**src/rtl/vmcmp_pkg.sv**
```systemverilog
// rtl/vmcmp_pkg.sv - shared types and helpers for the mask-compare sequencer
package vmcmp_pkg;

  typedef enum logic [1:0] {IDLE, RUN, DRAIN, WRITE} state_t;

  typedef enum logic [1:0] {SEW_8 = 2'd0, SEW_16 = 2'd1, SEW_32 = 2'd2, SEW_64 = 2'd3} sew_t;

  typedef enum logic [2:0] {
    OP_EQ = 3'd0, OP_NE = 3'd1, OP_LTU = 3'd2, OP_LT = 3'd3,
    OP_LEU = 3'd4, OP_LE = 3'd5, OP_GTU = 3'd6, OP_GT = 3'd7
  } opsel_t;

  localparam int unsigned MASK_WORD_BITS = 64;

  // Elements carried by one 64-bit operand beat for a given element width.
  function automatic logic [3:0] epb(input logic [1:0] sew);
    epb = 4'd8 >> sew;
  endfunction

endpackage

```
**src/rtl/vmcmp_seq_mask_word_acc.sv**
```systemverilog
// rtl/vmcmp_seq_mask_word_acc.sv - packs per-beat result bits into one 64-bit mask word
module mask_word_acc
  import vmcmp_pkg::*;
(
  input  logic        clk,
  input  logic        rst,
  input  logic        i_clear,
  input  logic        i_acc_en,
  input  logic [63:0] i_vec,
  input  logic [1:0]  i_sew,
  input  logic [6:0]  i_nbits,
  output logic [63:0] o_mask,
  output logic [7:0]  o_be
);

  logic [63:0] r_mask;
  logic [6:0]  r_res_off;
  logic [3:0]  w_epb;
  logic [63:0] w_lane_mask;
  logic [63:0] w_valid_mask;
  logic [63:0] w_shifted;

  assign w_epb = epb(i_sew);

  // Keep only this beat's lanes, place them at res_off, and drop bits past vl.
  always_comb begin
    w_lane_mask  = (64'd1 << w_epb) - 64'd1;
    w_valid_mask = i_nbits[6] ? '1 : ((64'd1 << i_nbits[5:0]) - 64'd1);
    w_shifted    = ((i_vec & w_lane_mask) << r_res_off[5:0]) & w_valid_mask;
  end

  // Byte enables cover every byte holding at least one valid mask bit.
  always_comb begin
    o_be = '0;
    for (int k = 0; k < 8; k++) begin
      o_be[k] = (i_nbits > 7'(8 * k));
    end
  end

  // Accumulator: clear starts a fresh word, each returned beat ORs into place.
  always_ff @(posedge clk) begin
    if (rst || i_clear) begin
      r_mask    <= '0;
      r_res_off <= '0;
    end else if (i_acc_en) begin
      r_mask    <= r_mask | w_shifted;
      r_res_off <= r_res_off + {3'b000, w_epb};
    end
  end

  assign o_mask = r_mask;

endmodule

```
**src/rtl/vmcmp_seq.sv**
```systemverilog
// rtl/vmcmp_seq.sv - sequencer feeding the vector mask-compare unit and writing mask words
module vmcmp_seq
  import vmcmp_pkg::*;
#(
  parameter int DATA_WIDTH = 64,
  parameter int ADDR_WIDTH = 32,
  parameter int VL_WIDTH   = 11,
  parameter int CMP_LAT    = 6
) (
  input  logic                    clk,
  input  logic                    rst,
  input  logic                    start,
  input  logic [VL_WIDTH-1:0]     cfg_vl,
  input  logic [1:0]              cfg_sew,
  input  logic [2:0]              cfg_opsel,
  input  logic [ADDR_WIDTH-1:0]   cfg_dest_addr,
  output logic                    busy,
  output logic                    done,
  input  logic                    op_valid,
  output logic                    op_ready,
  input  logic [DATA_WIDTH-1:0]   op_vec0,
  input  logic [DATA_WIDTH-1:0]   op_vec1,
  output logic                    cmp_valid,
  output logic [DATA_WIDTH-1:0]   cmp_vec0,
  output logic [DATA_WIDTH-1:0]   cmp_vec1,
  output logic [2:0]              cmp_sew,
  output logic [2:0]              cmp_opsel,
  output logic [2:0]              cmp_start_idx,
  output logic [ADDR_WIDTH-1:0]   cmp_addr,
  input  logic                    cmp_out_valid,
  input  logic [DATA_WIDTH-1:0]   cmp_out_vec,
  output logic                    wb_valid,
  input  logic                    wb_ready,
  output logic [ADDR_WIDTH-1:0]   wb_addr,
  output logic [DATA_WIDTH-1:0]   wb_data,
  output logic [DATA_WIDTH/8-1:0] wb_be
);

  localparam int IFW = $clog2(CMP_LAT + 1);
  localparam int TW  = VL_WIDTH + 1;
  localparam logic [TW-1:0]         WORD_ELEMS = TW'(MASK_WORD_BITS);
  localparam logic [ADDR_WIDTH-1:0] ADDR_STEP  = ADDR_WIDTH'(8);
  localparam logic [IFW-1:0]        IF_ONE     = IFW'(1);

  state_t                r_state;
  logic [VL_WIDTH-1:0]   r_vl;
  logic [1:0]            r_sew;
  logic [2:0]            r_opsel;
  logic [ADDR_WIDTH-1:0] r_addr;
  logic [TW-1:0]         r_issued_total;
  logic [TW-1:0]         r_word_base;
  logic [6:0]            r_word_issued;
  logic [IFW-1:0]        r_inflight;
  logic                  r_busy, r_done, r_cmp_valid, r_wb_valid;
  logic [DATA_WIDTH-1:0] r_cmp_vec0, r_cmp_vec1;

  logic [3:0]    w_epb;
  logic [TW-1:0] w_vl_ext, w_total_next, w_rem;
  logic [6:0]    w_word_next, w_nbits;
  logic          w_hs, w_ret, w_more, w_clear;

  assign w_epb        = epb(r_sew);
  assign w_vl_ext     = {1'b0, r_vl};
  assign w_total_next = r_issued_total + {{(TW-4){1'b0}}, w_epb};
  assign w_word_next  = r_word_issued + {3'b000, w_epb};
  assign w_more       = (r_issued_total < w_vl_ext);
  assign op_ready     = (r_state == RUN) && w_more && (r_word_issued < 7'd64);
  assign w_hs         = op_valid && op_ready;
  assign w_ret        = cmp_out_valid && (r_state != IDLE);
  assign w_rem        = w_vl_ext - r_word_base;
  assign w_nbits      = (w_rem >= WORD_ELEMS) ? 7'd64 : w_rem[6:0];
  assign w_clear      = ((r_state == IDLE) && start && (cfg_vl != '0)) ||
                        ((r_state == WRITE) && wb_ready && w_more);

  mask_word_acc u_acc (
    .clk      (clk),
    .rst      (rst),
    .i_clear  (w_clear),
    .i_acc_en (w_ret),
    .i_vec    (cmp_out_vec),
    .i_sew    (r_sew),
    .i_nbits  (w_nbits),
    .o_mask   (wb_data),
    .o_be     (wb_be)
  );

  // Control FSM plus the registered compare-unit and writeback outputs.
  always_ff @(posedge clk) begin
    if (rst) begin
      r_state        <= IDLE;
      r_vl           <= '0;
      r_sew          <= '0;
      r_opsel        <= '0;
      r_addr         <= '0;
      r_issued_total <= '0;
      r_word_base    <= '0;
      r_word_issued  <= '0;
      r_inflight     <= '0;
      r_busy         <= 1'b0;
      r_done         <= 1'b0;
      r_cmp_valid    <= 1'b0;
      r_wb_valid     <= 1'b0;
      r_cmp_vec0     <= '0;
      r_cmp_vec1     <= '0;
    end else begin
      r_done      <= 1'b0;
      r_cmp_valid <= w_hs;
      if (w_hs) begin
        r_cmp_vec0 <= op_vec0;
        r_cmp_vec1 <= op_vec1;
      end
      case ({r_cmp_valid, w_ret})
        2'b10:   r_inflight <= r_inflight + IF_ONE;
        2'b01:   r_inflight <= r_inflight - IF_ONE;
        default: r_inflight <= r_inflight;
      endcase
      case (r_state)
        IDLE: begin
          if (start) begin
            if (cfg_vl == '0) begin
              r_done <= 1'b1;
            end else begin
              r_vl           <= cfg_vl;
              r_sew          <= cfg_sew;
              r_opsel        <= cfg_opsel;
              r_addr         <= cfg_dest_addr;
              r_issued_total <= '0;
              r_word_base    <= '0;
              r_word_issued  <= '0;
              r_busy         <= 1'b1;
              r_state        <= RUN;
            end
          end
        end
        RUN: begin
          if (w_hs) begin
            r_issued_total <= w_total_next;
            r_word_issued  <= w_word_next;
            if ((w_word_next == 7'd64) || (w_total_next >= w_vl_ext)) begin
              r_state <= DRAIN;
            end
          end
        end
        DRAIN: begin
          // The final beat is still one register stage away while r_cmp_valid is high.
          if ((r_inflight == '0) && !r_cmp_valid) begin
            r_wb_valid <= 1'b1;
            r_state    <= WRITE;
          end
        end
        WRITE: begin
          if (wb_ready) begin
            r_wb_valid <= 1'b0;
            if (w_more) begin
              r_addr        <= r_addr + ADDR_STEP;
              r_word_issued <= '0;
              r_word_base   <= r_word_base + WORD_ELEMS;
              r_state       <= RUN;
            end else begin
              r_done  <= 1'b1;
              r_busy  <= 1'b0;
              r_state <= IDLE;
            end
          end
        end
        default: r_state <= IDLE;
      endcase
    end
  end

  assign busy          = r_busy;
  assign done          = r_done;
  assign cmp_valid     = r_cmp_valid;
  assign cmp_vec0      = r_cmp_vec0;
  assign cmp_vec1      = r_cmp_vec1;
  assign cmp_sew       = {1'b0, r_sew};
  assign cmp_opsel     = r_opsel;
  assign cmp_start_idx = 3'd0;
  assign cmp_addr      = r_addr;
  assign wb_valid      = r_wb_valid;
  assign wb_addr       = r_addr;

endmodule

```
**config.mk**
```make
export PLATFORM = sky130hd
export DESIGN_NAME = vmcmp_seq
export DESIGN_NICKNAME = d
export VERILOG_FILES = /design/src/rtl/vmcmp_pkg.sv /design/src/rtl/vmcmp_seq_mask_word_acc.sv /design/src/rtl/vmcmp_seq.sv
export SDC_FILE = /design/constraint.sdc
export NUM_CORES = 1
export LEC_CHECK = 0
export CORE_MARGIN = 2
export CORE_UTILIZATION = 40
export DETAILED_ROUTE_END_ITERATION = 12
export PLACE_DENSITY = 0.69
export SYNTH_ARGS = -nofsm -noshare
export SYNTH_HDL_FRONTEND = slang
export SYNTH_HIERARCHICAL = 1
export SYNTH_SLANG_ARGS = --single-unit
```
**constraint.sdc**
```tcl
create_clock -name clk -period 4.93 [get_ports clk]
set_clock_uncertainty 0.05 [all_clocks]
set_input_delay 1.2325 -clock clk [delete_from_list [all_inputs] [get_ports clk]]
set_output_delay 1.2325 -clock clk [all_outputs]
set_load 0.1 [all_outputs]
```
==> out/qor.csv <==
stage,metric,value,unit
placement,DP HPWL,67700,um
timing,RSZ-0062 raised after global routing,true,
floorplan,die height,214,um
timing,fmax,207,MHz
worst_hold_path,Hold Crit Start,u_acc/o_mask[30],
cells_and_area,fraction of layout cells with a size suffix above 1,9.11,%
power_and_ir_drop,Static Leak,8.54,nW
clock_network,CTS Root Cell,clkbuf_16,
timing,final max-slew violation count,0,
worst_hold_path,Hold EP,u_acc/o_mask[30],
clock_network,H-tree depth,2,
cells_and_area,"commonest non-fill, non-tap cells in the layout","clkdlybuf4s50_1, nand2_1, a21oi_1, dfxtp_1, nor2_1",
worst_setup_path,Worst R2R Start,r_word_base[7],
timing,Fin. Hold Viols,0,
worst_setup_path,Reg-to-Reg End,u_acc/o_mask[4],
power_and_ir_drop,PD cells,561,mW/mm^2
cells_and_area,Area Growth Syn to Fin,37.6,%
floorplan,Core ar.,0.0439,sq mm
yosys,Synth Area in Adders,3.83,%
floorplan,floorplan row count,77,
detailed_routing,Initial DRC Count,2193,
yosys,Cell variety after synth,115,
global_route,initial antenna violation count,7,
worst_hold_path,hold path depth,2,
yosys,Avg Inst Size Synth,7.41,sq um
power_and_ir_drop,Final Total Pwr,13.7,mW
run_status,status,completed,
clock_network,CTS Sinks,280,
timing,Tmin final,4.83,ns
worst_setup_path,"Max FO, Critical Path",7,
detailed_routing,DR vias/cell,6.09,
yosys,Async SR Flop Fraction,0,%
cells_and_area,final net count,3084,
detailed_routing,first drt pass iteration count,6,
placement,Final Wtd Congestion,1.00,
yosys,"EDFF count, synth",0,
placement,port buffer count,487,
floorplan,die area,0.0460,sq mm
worst_hold_path,worst hold path class,reg -> reg,
cells_and_area,"commonest non-fill, non-tap cell in the layout",clkdlybuf4s50_1,
timing,Slew HR,20.0,%
yosys,post-synthesis mux area share,2.71,%
detailed_routing,WL/cell,26.1,um
job,Max Cap Viol,0,
floorplan,Die W,214,um
yosys,Synth warnings,6,
clock_network,CTS tree,built,
global_route,largest net degree at the start of global routing,85,
yosys,Syn Std Cell Area,0.0177,sq mm
detailed_routing,ANT nets after route,0,
detailed_routing,Remaining DRCs,0,
yosys,main combinational cell family by area after synthesis,compound AO/OA/AOI/OAI gates,
worst_setup_path,crit path launch type,register,
yosys,sequential share of the synthesized area,31.6,%
detailed_routing,total routed wirelength,89100,um
worst_setup_path,CP required,3.65,ns
worst_setup_path,Setup crit end kind,output pin,
global_route,GR Util All Layers,37.1,%
clock_network,Clock Latency Late Sink,0.56,ns
global_route,vias in the first global route,19870,
clock_network,CTS Buffer Depth,3,
worst_setup_path,worst-case reg-to-reg path depth,21,
timing,setup TNS,0,ns
yosys,top_reg_cell synth,dfxtp_1,
global_route,first-pass GRT wire length,130000,um
clock_network,Worst-path clk slew,0.06,ns
yosys,Seq cells post-synth,280,
clock_network,CTS Buf Count,35,
yosys,simple-gate area share of the yosys netlist,24.6,%
floorplan,Starting Density,40.3,%
yosys,Synth Area in Compound Gates,28.1,%
timing,Final period util,98.0,%
timing,final setup vio count,0,
clock_network,# hold bufs at CTS,0,
worst_setup_path,Worst EP arrival,3.55,ns
floorplan,# IOs,524,
detailed_routing,vias post-DR,20742,
worst_setup_path,kind of critical path,reg -> out,
global_route,total gr overflow,0,
timing,Slew @ Worst Pin,1.17,ns
power_and_ir_drop,Peak VDD IR,0.797,mV
worst_setup_path,R2R Setup Slk,0.30,ns
yosys,Mapped Cells,2393,
yosys,Post-Synth XOR/XNOR Area,1.68,%
-- worst max path at each step --
stage	start	to	slack, ns	cells after the start
2_1_floorplan	r_word_base[6]	wb_be[5]	-0.38	13
3_3_place_gp	r_word_base[6]	u_acc/o_mask[4]	0.18	20
3_5_place_dp	r_word_base[6]	u_acc/o_mask[4]	0.11	20
4_1_cts	r_word_base[6]	wb_be[3]	0.03	13
5_1_grt	r_word_base[6]	wb_be[1]	-0.03	12
6_report	r_word_base[6]	wb_be[1]	0.1	12
-- logic make-up after synthesis --
kind of cell	after synthesis
mux	41
fa+ha+maj	53
buf+inv	285
compound gates	753
xor+xnor	34
other cells	4
flops	280
simple gates	943
-- routing by layer --
metal  vias to the layer above  GRT usage (%)  routed length (um)
met5                         -              0                  13
met1                      9880           46.0               35200
met2                      1235           59.9               40700
li1                       9396              -                   -
met4                         2           18.2                4780
met3                       229           9.26                8380
-- state kept, by name, summed over array words and instances (netlist names), 6 cells and up --
| register | count |
|---|---|
| cmp_vec0 | 64 |
| cmp_vec1 | 64 |
| u_acc/o_mask | 64 |
| cmp_addr | 32 |
| r_issued_total | 12 |
| r_vl | 11 |
| r_word_issued | 7 |
| r_word_base | 6 |
| u_acc/r_res_off | 6 |
-- area by class of cell --
| type | instances | area [sq um] |
|---|---|---|
| Fill cell | 4163 | 19500 |
| Multi-Input combinational cell | 1834 | 11000 |
| Timing Repair Buffer | 578 | 5670 |
| Sequential cell | 280 | 5610 |
| Clock buffer | 55 | 1070 |
| Tap cell | 592 | 741 |
| Inverter | 56 | 220 |
| Clock inverter | 6 | 48.8 |
| Antenna cell | 6 | 15.0 |
-- cell usage after synthesis, types with 25 or more instances --
master    count  share of area (%)
buf_2        39                1.1
clkbuf_1    135                2.9
dfxtp_1     280                 32
a21oi_1     275                7.8
nor2_1      170                3.6
a211oi_1     39                1.7
a31oi_1      27               0.95
buf_4        39                1.7
nand3_1      71                2.0
xnor2_1      25                1.2
ha_1         51                3.6
inv_1        52                1.1
o21ai_0     105                3.0
nor3_1       66                1.9
mux2i_1      30                1.7
nand2_1     432                9.1
-- worst max-delay path: stages (launching register included) --
cell        delay (ns)
dfxtp_2           0.36
inv_2             0.06
ha_4              0.22
a21boi_1          0.13
o21a_1            0.18
or4_4             0.49
a2111oi_4         0.34
o311a_4           0.29
buf_4             0.13
clkinvlp_4        0.19
nor3_2            0.29
nand2_2           0.13
buf_12            0.19
-- timing repair --
| action | 4_1_cts | 5_1_grt |
|---|---|---|
| gates resized for setup | 17 | 19 |
| pin swaps | 2 | 5 |
| endpoints found under the setup margin | 8 | 8 |
| buffers inserted | 2 | 4 |
-- power breakdown --
part	switching, mW	total (mW)	internal, mW
clock	1.05	2.55	1.49
sequential	0.347	2.93	2.58
combinational	6.01	8.21	2.20
-- metrics by stage --
stage	hold slack, ns	setup slack (ns)	util [%]	instances	cell area [sq um]
2_1_floorplan	0.398	-0.378	-	2399	17800
3_3_place_gp	0.384	0.177	52.5	3334	23100
3_5_place_dp	0.388	0.115	52.5	3334	23100
4_1_cts	0.397	0.0273	55.3	3397	24300
5_1_grt	0.421	-0.0330	55.5	3407	24400
6_report	0.399	0.0976	55.5	3407	24400
Note: power is estimated with default switching activity, not from simulation.
